[config.mk]
export PLATFORM = sky130hd
export DESIGN_NAME = sound_beeper_flat
export DESIGN_NICKNAME = d
export VERILOG_FILES = /design/src/rtl/sound_beeper_if.sv /design/src/rtl/sound_beeper.sv /design/src/flat_wrapper.sv
export SDC_FILE = /design/constraint.sdc
export NUM_CORES = 1
export LEC_CHECK = 0
export BUFFER_PORTS_ARGS = -buffer_cell sky130_fd_sc_hd__buf_2
export CORE_MARGIN = 2
export CORE_UTILIZATION = 48
export DETAILED_ROUTE_END_ITERATION = 16
export PLACE_DENSITY = 0.79
export REMOVE_ABC_BUFFERS = 1
export SETUP_SLACK_MARGIN = 0.5
export SLEW_MARGIN = 20
export SYNTH_ARGS = -nofsm -noshare
export SYNTH_HDL_FRONTEND = slang
export SYNTH_SLANG_ARGS = --single-unit
[constraint.sdc]
create_clock -name clk -period 4.69 [get_ports clk]
set_input_delay 0.469 -clock clk [delete_from_list [all_inputs] [get_ports clk]]
set_output_delay 0.469 -clock clk [all_outputs]
set_load 0.05 [all_outputs]
[src/rtl/sound_beeper_if.sv]
// rtl/sound_beeper_if.sv - request/tone bus between a beep requester and the sound_beeper sequencer
interface sound_beeper_if #(
    parameter int DIV_W = 52
);
    logic             enable;
    logic             short;
    logic             long;
    logic [DIV_W-1:0] div_in;
    logic             s_enable;
    logic             tone;
    logic             busy;
    logic [DIV_W-1:0] sonido;

    modport master (
        output enable, short, long, div_in,
        input  s_enable, tone, busy, sonido
    );

    modport slave (
        input  enable, short, long, div_in,
        output s_enable, tone, busy, sonido
    );
endinterface

[src/rtl/sound_beeper.sv]
// rtl/sound_beeper.sv - turns short/long beep requests into timed square-wave tone bursts with a silence gap
// Optional macro SOUND_QUEUE_EN: one-deep pending request so a beep can follow the previous one without an IDLE cycle.
module sound_beeper #(
    parameter int              DIV_W        = 52,
    parameter longint unsigned DEFAULT_DIV  = 32000,
    parameter int              CNT_W        = 24,
    parameter int              SHORT_CYCLES = 5000000,
    parameter int              LONG_CYCLES  = 15000000,
    parameter int              GAP_CYCLES   = 2500000
) (
    input  logic          clk,
    input  logic          reset,
    sound_beeper_if.slave bus
);

    localparam longint unsigned CNT_LIMIT = 64'd1 << CNT_W;
    localparam logic [CNT_W-1:0] SHORT_LEN = CNT_W'(SHORT_CYCLES);
    localparam logic [CNT_W-1:0] LONG_LEN  = CNT_W'(LONG_CYCLES);
    localparam logic [CNT_W-1:0] GAP_LAST  = (GAP_CYCLES > 0) ? CNT_W'(GAP_CYCLES - 1) : '0;
    localparam logic [DIV_W-1:0] DEF_DIV   = DIV_W'(DEFAULT_DIV);

    if (SHORT_CYCLES < 1 || LONG_CYCLES < 1 || GAP_CYCLES < 0 ||
        longint'(SHORT_CYCLES) >= longint'(CNT_LIMIT) ||
        longint'(LONG_CYCLES)  >= longint'(CNT_LIMIT) ||
        longint'(GAP_CYCLES)   >= longint'(CNT_LIMIT)) begin : g_len_check
        $error("sound_beeper: burst/gap lengths must be in 1..2**CNT_W-1 (gap may be 0)");
    end

    typedef enum logic [1:0] {
        IDLE,
        TONE,
        GAP
    } state_t;

    state_t           state;
    logic [DIV_W-1:0] hc;
    logic [CNT_W-1:0] cnt;
    logic [CNT_W-1:0] len_q;
    logic [DIV_W-1:0] sonido_q;
    logic             s_enable_q;
    logic             tone_q;
    logic             busy_q;

    logic             req;
    logic [DIV_W-1:0] div_sel;
    logic             tone_last;
    logic             gap_last;
    logic             start;
    logic             start_long;

`ifdef SOUND_QUEUE_EN
    logic pend_valid;
    logic pend_long;
    logic beep_done;
`endif

    always_comb begin
        req        = bus.short || bus.long;
        div_sel    = (bus.div_in == '0) ? DEF_DIV : bus.div_in;
        tone_last  = (state == TONE) && (cnt == len_q - 1'b1);
        gap_last   = (state == GAP) && (cnt == GAP_LAST);
        start      = (state == IDLE) && req;
        start_long = bus.long;
`ifdef SOUND_QUEUE_EN
        // A request arriving on the very last busy cycle counts as pending too.
        beep_done = gap_last || (tone_last && (GAP_CYCLES == 0));
        if (beep_done && (pend_valid || req)) begin
            start      = 1'b1;
            start_long = pend_valid ? pend_long : bus.long;
        end
`endif
    end

    always_ff @(posedge clk) begin
        if (reset) begin
            state      <= IDLE;
            hc         <= '0;
            cnt        <= '0;
            len_q      <= '0;
            sonido_q   <= DEF_DIV;
            s_enable_q <= 1'b0;
            tone_q     <= 1'b0;
            busy_q     <= 1'b0;
`ifdef SOUND_QUEUE_EN
            pend_valid <= 1'b0;
            pend_long  <= 1'b0;
`endif
        end else if (!bus.enable) begin
            state      <= IDLE;
            hc         <= '0;
            cnt        <= '0;
            s_enable_q <= 1'b0;
            tone_q     <= 1'b0;
            busy_q     <= 1'b0;
`ifdef SOUND_QUEUE_EN
            pend_valid <= 1'b0;
`endif
        end else if (start) begin
            state      <= TONE;
            hc         <= '0;
            cnt        <= '0;
            len_q      <= start_long ? LONG_LEN : SHORT_LEN;
            sonido_q   <= div_sel;
            s_enable_q <= 1'b1;
            tone_q     <= 1'b1;
            busy_q     <= 1'b1;
`ifdef SOUND_QUEUE_EN
            pend_valid <= 1'b0;
`endif
        end else begin
            case (state)
                TONE: begin
                    if (tone_last) begin
                        hc         <= '0;
                        cnt        <= '0;
                        s_enable_q <= 1'b0;
                        tone_q     <= 1'b0;
                        if (GAP_CYCLES > 0) begin
                            state <= GAP;
                        end else begin
                            state  <= IDLE;
                            busy_q <= 1'b0;
                        end
                    end else begin
                        cnt <= cnt + 1'b1;
                        // Half-period counter: toggle once every sonido cycles.
                        if (hc == sonido_q - 1'b1) begin
                            tone_q <= ~tone_q;
                            hc     <= '0;
                        end else begin
                            hc <= hc + 1'b1;
                        end
                    end
                end
                GAP: begin
                    if (gap_last) begin
                        state  <= IDLE;
                        busy_q <= 1'b0;
                        cnt    <= '0;
                    end else begin
                        cnt <= cnt + 1'b1;
                    end
                end
                default: ;
            endcase
`ifdef SOUND_QUEUE_EN
            if (state != IDLE && req && !pend_valid) begin
                pend_valid <= 1'b1;
                pend_long  <= bus.long;
            end
`endif
        end
    end

    assign bus.s_enable = s_enable_q;
    assign bus.tone     = tone_q;
    assign bus.busy     = busy_q;
    assign bus.sonido   = sonido_q;

endmodule
[src/flat_wrapper.sv]
// flat-port wrapper written by rule: the top's interface ports become plain ports
module sound_beeper_flat 
#(
    parameter int              DIV_W        = 52,
    parameter longint unsigned DEFAULT_DIV  = 32000,
    parameter int              CNT_W        = 24,
    parameter int              SHORT_CYCLES = 5000000,
    parameter int              LONG_CYCLES  = 15000000,
    parameter int              GAP_CYCLES   = 2500000
)
  (clk, reset, bus_enable, bus_short, bus_long, bus_div_in, bus_s_enable, bus_tone, bus_busy, bus_sonido);
  sound_beeper_if #(.DIV_W(DIV_W)) bus_i ();
  input  logic clk;
  input  logic reset;
  input wire logic [$bits(bus_i.enable)-1:0] bus_enable;
  input wire logic [$bits(bus_i.short)-1:0] bus_short;
  input wire logic [$bits(bus_i.long)-1:0] bus_long;
  input wire logic [$bits(bus_i.div_in)-1:0] bus_div_in;
  output wire logic [$bits(bus_i.s_enable)-1:0] bus_s_enable;
  output wire logic [$bits(bus_i.tone)-1:0] bus_tone;
  output wire logic [$bits(bus_i.busy)-1:0] bus_busy;
  output wire logic [$bits(bus_i.sonido)-1:0] bus_sonido;
  assign bus_i.enable = bus_enable;
  assign bus_i.short = bus_short;
  assign bus_i.long = bus_long;
  assign bus_i.div_in = bus_div_in;
  assign bus_s_enable = bus_i.s_enable;
  assign bus_tone = bus_i.tone;
  assign bus_busy = bus_i.busy;
  assign bus_sonido = bus_i.sonido;
  sound_beeper #(.DIV_W(DIV_W), .DEFAULT_DIV(DEFAULT_DIV), .CNT_W(CNT_W), .SHORT_CYCLES(SHORT_CYCLES), .LONG_CYCLES(LONG_CYCLES), .GAP_CYCLES(GAP_CYCLES)) u_core (.clk(clk), .reset(reset), .bus(bus_i));
endmodule
==> results of run 1 <==
[metal layers]
layer	part of all wire [%]	track usage, %	wire length (um)
met1	43	36.8	11900
met2	46	46.3	12800
met3	8.3	6.42	2320
met4	3.3	10.8	919
met5	0	0	0
[synthesized netlist by cell type (all sizes together), types with 3 or more instances]
master	instances
o2111ai	22
inv	24
a211oi	4
o31ai	4
and3	14
o22ai	9
and4	3
nor4b	4
nand4b	13
o21ai	45
ha	11
nand2	202
nor2	85
nor3	43
or4	16
a31oi	17
a21oi	85
a41oi	14
nor4bb	4
buf	8
nor3b	10
and2	21
a21boi	4
xor2	37
mux2i	5
nand4	44
dfxtp	136
nor4	53
clkbuf	69
or2	7
or3	6
nand3	45
xnor2	44
o31a	4
o211ai	16
o311ai	4
nand2b	13
nor2b	7
o21a	4
[per-stage QoR]
stage               power, mW  hold WS, ns
global placement         1.84        0.469
CTS                      3.14        0.269
detailed placement       1.85        0.478
global route             3.25        0.274
finish                   3.14        0.281
floorplan                1.65        0.455
[what timing repair did]
action,4_1_cts,5_1_grt
resized for setup,0,2
buffers inserted,0,3
endpoints found under the setup margin,0,58
[worst max path at each step]
stage | from | to | slack, ns | cells past startpoint
2_1_floorplan | u_core.len_q[22]$_SDFFE_PP0P_ | u_core.hc[16]$_SDFFE_PP0P_ | -0.75 | 9
3_3_place_gp | u_core.bus.sonido[0]$_SDFFE_PP0P_ | u_core.hc[32]$_SDFFE_PP0P_ | 0.72 | 10
3_5_place_dp | u_core.bus.sonido[0]$_SDFFE_PP0P_ | u_core.hc[20]$_SDFFE_PP0P_ | 0.62 | 12
4_1_cts | u_core.bus.sonido[0]$_SDFFE_PP0P_ | u_core.hc[39]$_SDFFE_PP0P_ | 0.54 | 10
5_1_grt | u_core.len_q[22]$_SDFFE_PP0P_ | u_core.cnt[21]$_SDFFE_PP0P_ | 0.54 | 13
6_report | u_core.bus.sonido[0]$_SDFFE_PP0P_ | u_core.bus.tone$_SDFFE_PP0P_ | 0.79 | 10
[power groups by stage]
stage	clock network [mW]	logic (mW)	registers [mW]
final	1.29	0.588	1.26
after global routing	1.36	0.633	1.26
after CTS	1.31	0.574	1.25
after detailed placement	0	0.570	1.28
after global placement	0	0.565	1.28
after floorplan	0	0.291	1.36
[worst register-to-register path: cells and delay by family (launching register included)]
family | cells | cell delay, ns
and+or+nand+nor | 6 | 2.54
AOI/OAI and AO/OA | 3 | 0.69
DFF | 1 | 0.37
buffers and inverters | 1 | 0.22
[registers in the layout, summed over array words and instances (netlist names)]
register and cells:
u_core.len_q 3, u_core.bus.s_enable 1, u_core.bus.tone 1, u_core.bus.sonido 52, u_core.cnt 24, u_core.bus.busy 1
u_core.state 2, u_core.hc 52
[kinds of logic (layout without fill, tap and decap cells)]
group / after synthesis / count (layout) / share of synthesized area [%]
AOI/OAI and AO/OA: 253 / 253 / 18.9
xor gates and xnor gates: 81 / 81 / 8.11
adders and majority gates: 11 / 11 / 1.57
buffers and inverters: 102 / 193 / 4.45
DFF: 136 / 136 / 31.1
muxes: 6 / 6 / 0.701
other: 0 / 1 / 0
and+or+nand+nor: 595 / 595 / 35.1
[area by class of cell]
class	instances	area [um^2]
clock inverter	12	119
sequential	136	2720
inverter	25	93.8
tap	229	287
fill	1682	7800
multi-input combinational	946	5670
clock buffer	20	447
antenna	1	2.50
timing repair buffer	136	763
==> results_dict.tcl, run 1 <==
set metrics [dict create \
    status "complete, no violations" \
    die_area_um2 19300 \
    synthArstFlopShare_pct 0 \
    rrSetupSlack_ns 0.79 \
    rsz0062_at_grt "false" \
    drtPass1Iterations 5 \
    drive_above_1_share_pct 15.2 \
    synth_flop_cell "dfxtp_1" \
    maxCapViolCount 0 \
    final_common_cell "nand2_1" \
    cpMostUsedCell "or4_1" \
    cts_tree "yes" \
    synth_area_leaders "dfxtp_1, nand2_1, a21oi_1" \
    finalCoreUtilization_pct 56.4 \
    p_leak_nw 3.70 \
    synthDistinctLibCells 73 \
    ys_ff_latch 136 \
    io_pins 112 \
    critPathMaxStageDelay_ns 0.60 \
    synth_warnings 0 \
    finalSetupViolations 0 \
    synth.largest_area_cell "dfxtp_1" \
    end_kind "flop" \
    period_needed_ns 3.90 \
    placed_area_um2 9480 \
    dp_slack_ns 0.623 \
    ff2ff_path_depth 10 \
    intPower_mw 2.12 \
    fin_skew_ns 0.0132 \
    grt-ovfl-total 0 \
    cts_buffer_depth 2 \
    swShare_pct 32.3 \
    grt_pass1_wl_um 45200 \
    required_ns 5.05 \
    detailed_place_hpwl_um 20200 \
    relSlewSlack_pct 40.6 \
    avgSynthCellArea_um2 7.39 \
    die_w_um 139 \
    powerDensity_nw_per_um2 311 \
    drtAntennaViolNets 0 \
    fin_cells 1505 \
    vias_per_cell 6.36 \
    drt-total-wl_um 27900 \
    gp_congestion 0.951 \
    synth_top_area_share_pct 31.1 \
    min_from "bus_div_in[8]" \
    p_sw_mw 1.01 \
    arrival_ns 4.26 \
    die_h_um 139 \
    htree_levels 4 \
    cts_buffers 17 \
    slowest_stage "nor4_1" \
    rr_startpoint "u_core.bus.sonido[0]$_SDFFE_PP0P_" \
    final_design_area_no_fill_um2 10100 \
    portBuffers 111 \
    cts-root-buf "clkbuf_16" \
    drc 0 \
    holdPathStages 3 \
    clock-sinks 136 \
    first_iter_violations 1031 \
    cp_cell_sequence "nor4_1 -> nand4_1 -> or2_1 -> or4_1 -> o2bb2ai_1 -> a2111oi_4 -> nand4_2 -> buf_4 -> or4_1 -> a31oi_1" \
    path_max_fanout 11 \
    p_comb_share_pct 18.8 \
    ctsHoldBuffers 0 \
    post_drt_wl_per_cell_um 18.6 \
    clkLatencyLatePin_ns 0.43 \
    start_util_pct 48.8 \
    hold_class "input pin to flop" \
    final_cell_mix "nand2_1, dfxtp_1, buf_2" \
    vdd_drop_max_uv 291 \
    timing.final.ws_setup_ns 0.789 \
    rows 49 \
    nNetsFinal 1330 \
    path_buf_inv 1 \
    synth_edf_count 0 \
    fmaxAchievable_ghz 0.256 \
    post-route-period-util_pct 83.2 \
    p_seq_share_pct 40.0 \
    core_area_um2 17900 \
    vias 9569 \
    seq_area_frac_synth_pct 31.1 \
    clk_pin_slew_ns 0.06 \
    grt_antenna_before_repair 1 \
    dp_cells 1468 \
    path_delay_family "simple AND/OR/NAND/NOR gates" \
    power.share.clock_pct 41.2 \
    track_usage_pct 28.4 \
    min_to "u_core.bus.sonido[8]$_SDFFE_PP1P_" \
    grt_max_degree 57 \
    synthesis.area_um2 8740 \
    grt_pass1_vias 8719 \
    hold_viol 0 \
    crit_type "flop to flop" \
    critPathLaunchType "flop" \
    synthCells 1184 \
    tns_ns 0 \
    reg2reg_to "u_core.bus.tone$_SDFFE_PP0P_" \
    slew_violations 0 \
    area_delta_synth_final_pct 15.6 \
    worstMarginPinSlew_ns 0.883 \
]
Power figures use the tool's default switching activity.
==> inputs of run 2 (changes only) <==
--- a/config.mk
+++ b/config.mk
@@ -5,11 +5,12 @@
 export SDC_FILE = /design/constraint.sdc
 export NUM_CORES = 1
 export LEC_CHECK = 0
+export ABC_AREA = 1
 export BUFFER_PORTS_ARGS = -buffer_cell sky130_fd_sc_hd__buf_2
 export CORE_MARGIN = 2
 export CORE_UTILIZATION = 48
 export DETAILED_ROUTE_END_ITERATION = 16
-export PLACE_DENSITY = 0.79
+export PLACE_DENSITY = 0.81
 export REMOVE_ABC_BUFFERS = 1
 export SETUP_SLACK_MARGIN = 0.5
 export SLEW_MARGIN = 20
==> constraint.sdc (replaced) <==
create_clock -name clk -period 3.3 [get_ports clk]
set_input_delay 0.33 -clock clk [delete_from_list [all_inputs] [get_ports clk]]
set_output_delay 0.33 -clock clk [all_outputs]
set_load 0.05 [all_outputs]
==> results_dict.tcl, run 2 <==
set metrics [dict create \
    area_delta_synth_final_pct 16.3 \
    arrival_ns 2.97 \
    rr_startpoint "u_core.bus.sonido[6]$_SDFFE_PP0P_" \
    ctsHoldBuffers 0 \
    finalSetupViolations 0 \
    grt_antenna_before_repair 0 \
    synth_top_area_share_pct 27.0 \
    p_sw_mw 1.67 \
    fin_skew_ns 0.0145 \
    htree_levels 4 \
    end_kind "flop" \
    critPathLaunchType "flop" \
    path_max_fanout 14 \
    cts-root-buf "clkbuf_16" \
    slew_violations 0 \
    power.share.clock_pct 39.7 \
    synthesis.area_um2 10100 \
    synth_warnings 0 \
    first_iter_violations 933 \
    rsz0062_at_grt "false" \
    p_total_mw 4.87 \
    synth_flop_cell "dfxtp_1" \
    maxCapViolCount 0 \
    fmaxAchievable_ghz 0.370 \
    post_drt_wl_per_cell_um 16.2 \
    p_comb_share_pct 23.3 \
    seq_area_frac_synth_pct 27.0 \
    min_to "u_core.bus.sonido[12]$_SDFFE_PP1P_" \
    grt_pass1_wl_um 50600 \
    synthDistinctLibCells 44 \
    reg2reg_to "u_core.hc[21]$_SDFFE_PP0P_" \
    status "complete, no violations" \
    gp_congestion 0.969 \
    hold_class "input pin to flop" \
    vias_per_cell 5.60 \
    hold_viol 0 \
    period_needed_ns 2.70 \
    rrSetupSlack_ns 0.60 \
    grt_max_degree 58 \
    drive_above_1_share_pct 15.7 \
    final_common_cell "nand2_1" \
    relSlewSlack_pct 29.9 \
    p_leak_nw 4.77 \
    drtPass1Iterations 5 \
    vdd_drop_max_uv 366 \
    start_util_pct 48.4 \
    die_area_um2 22200 \
    ff2ff_path_depth 17 \
    final_cell_mix "nand2_1, nor2_1, inv_1" \
    synthCells 1631 \
    grt-ovfl-total 0 \
    avgSynthCellArea_um2 6.18 \
    insertedDiodeCount 0 \
    grt_pass1_vias 10200 \
    synthArstFlopShare_pct 0 \
    synth.largest_area_cell "dfxtp_1" \
    clk_pin_slew_ns 0.07 \
    synth_area_leaders "dfxtp_1, nand2_1, nor2_1" \
    drc 0 \
    ys_top_cells_by_count "nand2_1, nor2_1, inv_1, dfxtp_1, nand3_1" \
    clock-sinks 136 \
    portBuffers 111 \
    nNetsFinal 1793 \
    yosysMostFrequentCell "nand2_1" \
    powerDensity_nw_per_um2 416 \
    core_area_um2 20800 \
    swShare_pct 34.2 \
    dp_slack_ns 0.139 \
    die_h_um 149 \
    synth_edf_count 0 \
    drt-total-wl_um 32600 \
    worstMarginPinSlew_ns 1.05 \
    crit_type "flop to flop" \
    cts_tree "yes" \
    tns_ns 0 \
    clkLatencyLatePin_ns 0.43 \
    rows 53 \
    track_usage_pct 28.4 \
    vias 11300 \
    die_w_um 149 \
    drtAntennaViolNets 0 \
    holdPathStages 3 \
    timing.final.ws_setup_ns 0.601 \
    cts_buffers 17 \
    required_ns 3.57 \
    finalCoreUtilization_pct 56.3 \
    ys_ff_latch 136 \
    post-route-period-util_pct 81.8 \
    intPower_mw 3.21 \
    p_seq_share_pct 37.0 \
    cts_buffer_depth 2 \
    detailed_place_hpwl_um 23900 \
    io_pins 112 \
    min_from "bus_div_in[12]" \
]
run 2: cell types whose count changed in the layout (fill, tap and decap cells not counted), moves of 26 or more:
cell / previous run / this run
nand3b_1: 2 / 44
xor2_1: 37 / 73
nor2_4: 1 / 27
nor2_1: 82 / 213
nand3_1: 45 / 100
nor2_2: 2 / 29
inv_1: 24 / 148
nand2_1: 202 / 416
nor4_1: 48 / 21
run 2: area by class of cell:
| cell class | count | area (um^2) |
|---|---|---|
| inverters | 158 | 596 |
| multi-input cells | 1274 | 6720 |
| well taps | 275 | 344 |
| fillers | 2038 | 9100 |
| repair buffers | 138 | 758 |
| clock buffers | 17 | 425 |
| flip-flops and latches | 136 | 2730 |
| clock inverters | 12 | 156 |
run 2: cells by family (layout without fill, tap and decap cells):
| group | Yosys count | after routing | synth area share, % |
|---|---|---|---|
| adders and majority gates | 11 | 11 | 1.37 |
| buffers and inverters | 225 | 325 | 8.81 |
| DFF | 136 | 136 | 27.0 |
| xor gates and xnor gates | 94 | 94 | 8.17 |
| AOI/OAI and AO/OA | 197 | 197 | 10.8 |
| and+or+nand+nor | 968 | 972 | 43.9 |
run 2: repair_timing:
action	4_1_cts	5_1_grt
gates resized for setup	8	60
buffers inserted	2	10
pin swaps	2	13
hold endpoints to repair	0	0
endpoints found under the setup margin	54	76
cloned	2	2
run 2: worst max-delay path, cell delays in order, from the launching register on:
cell and delay (ns):
dfxtp_1 0.39, nor2_1 0.21, nand2_2 0.13, nor2_8 0.19, nand2_2 0.13, nand2_1 0.08
nand2_1 0.06, nor2_1 0.08, nand2_1 0.05, nor2_1 0.15, nand2_1 0.12, nor2_1 0.13
nand2_1 0.10, nor2_4 0.18, nand3_4 0.12, buf_4 0.21, nand4_1 0.11, a21oi_1 0.09
run 2: layer usage:
metal  up-vias  share of wire (%)  GRT usage (%)
li1       5500                  -              -
met1      5136                 40           35.2
met2       525                 48           48.7
met3        95                7.3           3.91
met4         0                4.3           13.5
met5         -                  0              0
run 2: how the worst max path moves through the flow:
stage / from / end / slack, ns / depth (start not counted)
2_1_floorplan: u_core.state[0]$_SDFFE_PP0P_ / u_core.len_q[21]$_SDFFE_PP0P_ / 0.06 / 8
3_3_place_gp: u_core.bus.sonido[0]$_SDFFE_PP0P_ / u_core.hc[26]$_SDFFE_PP0P_ / 0.16 / 16
3_5_place_dp: u_core.bus.sonido[0]$_SDFFE_PP0P_ / u_core.hc[3]$_SDFFE_PP0P_ / 0.14 / 16
4_1_cts: u_core.len_q[22]$_SDFFE_PP0P_ / u_core.cnt[11]$_SDFFE_PP0P_ / 0.44 / 12
5_1_grt: u_core.bus.sonido[8]$_SDFFE_PP1P_ / u_core.hc[21]$_SDFFE_PP0P_ / 0.46 / 17
6_report: u_core.bus.sonido[6]$_SDFFE_PP0P_ / u_core.hc[21]$_SDFFE_PP0P_ / 0.60 / 17
run 2: power groups by stage:
stage	Sequential [mW]	Clock [mW]	Combinational (mW)
2_1_floorplan	2.01	0	0.558
3_3_place_gp	1.83	0	1.04
3_5_place_dp	1.83	0	1.05
4_1_cts	1.80	1.95	1.06
5_1_grt	1.81	2.01	1.24
6_report	1.80	1.94	1.13
run 2: per-stage QoR:
step	hold slack (ns)	area (um^2)	instances
6_report	0.136	11700	2010
5_1_grt	0.148	11700	2010
4_1_cts	0.131	11400	1998
3_5_place_dp	0.461	10800	1965
3_3_place_gp	0.459	10800	1965
2_1_floorplan	0.399	9790	1564
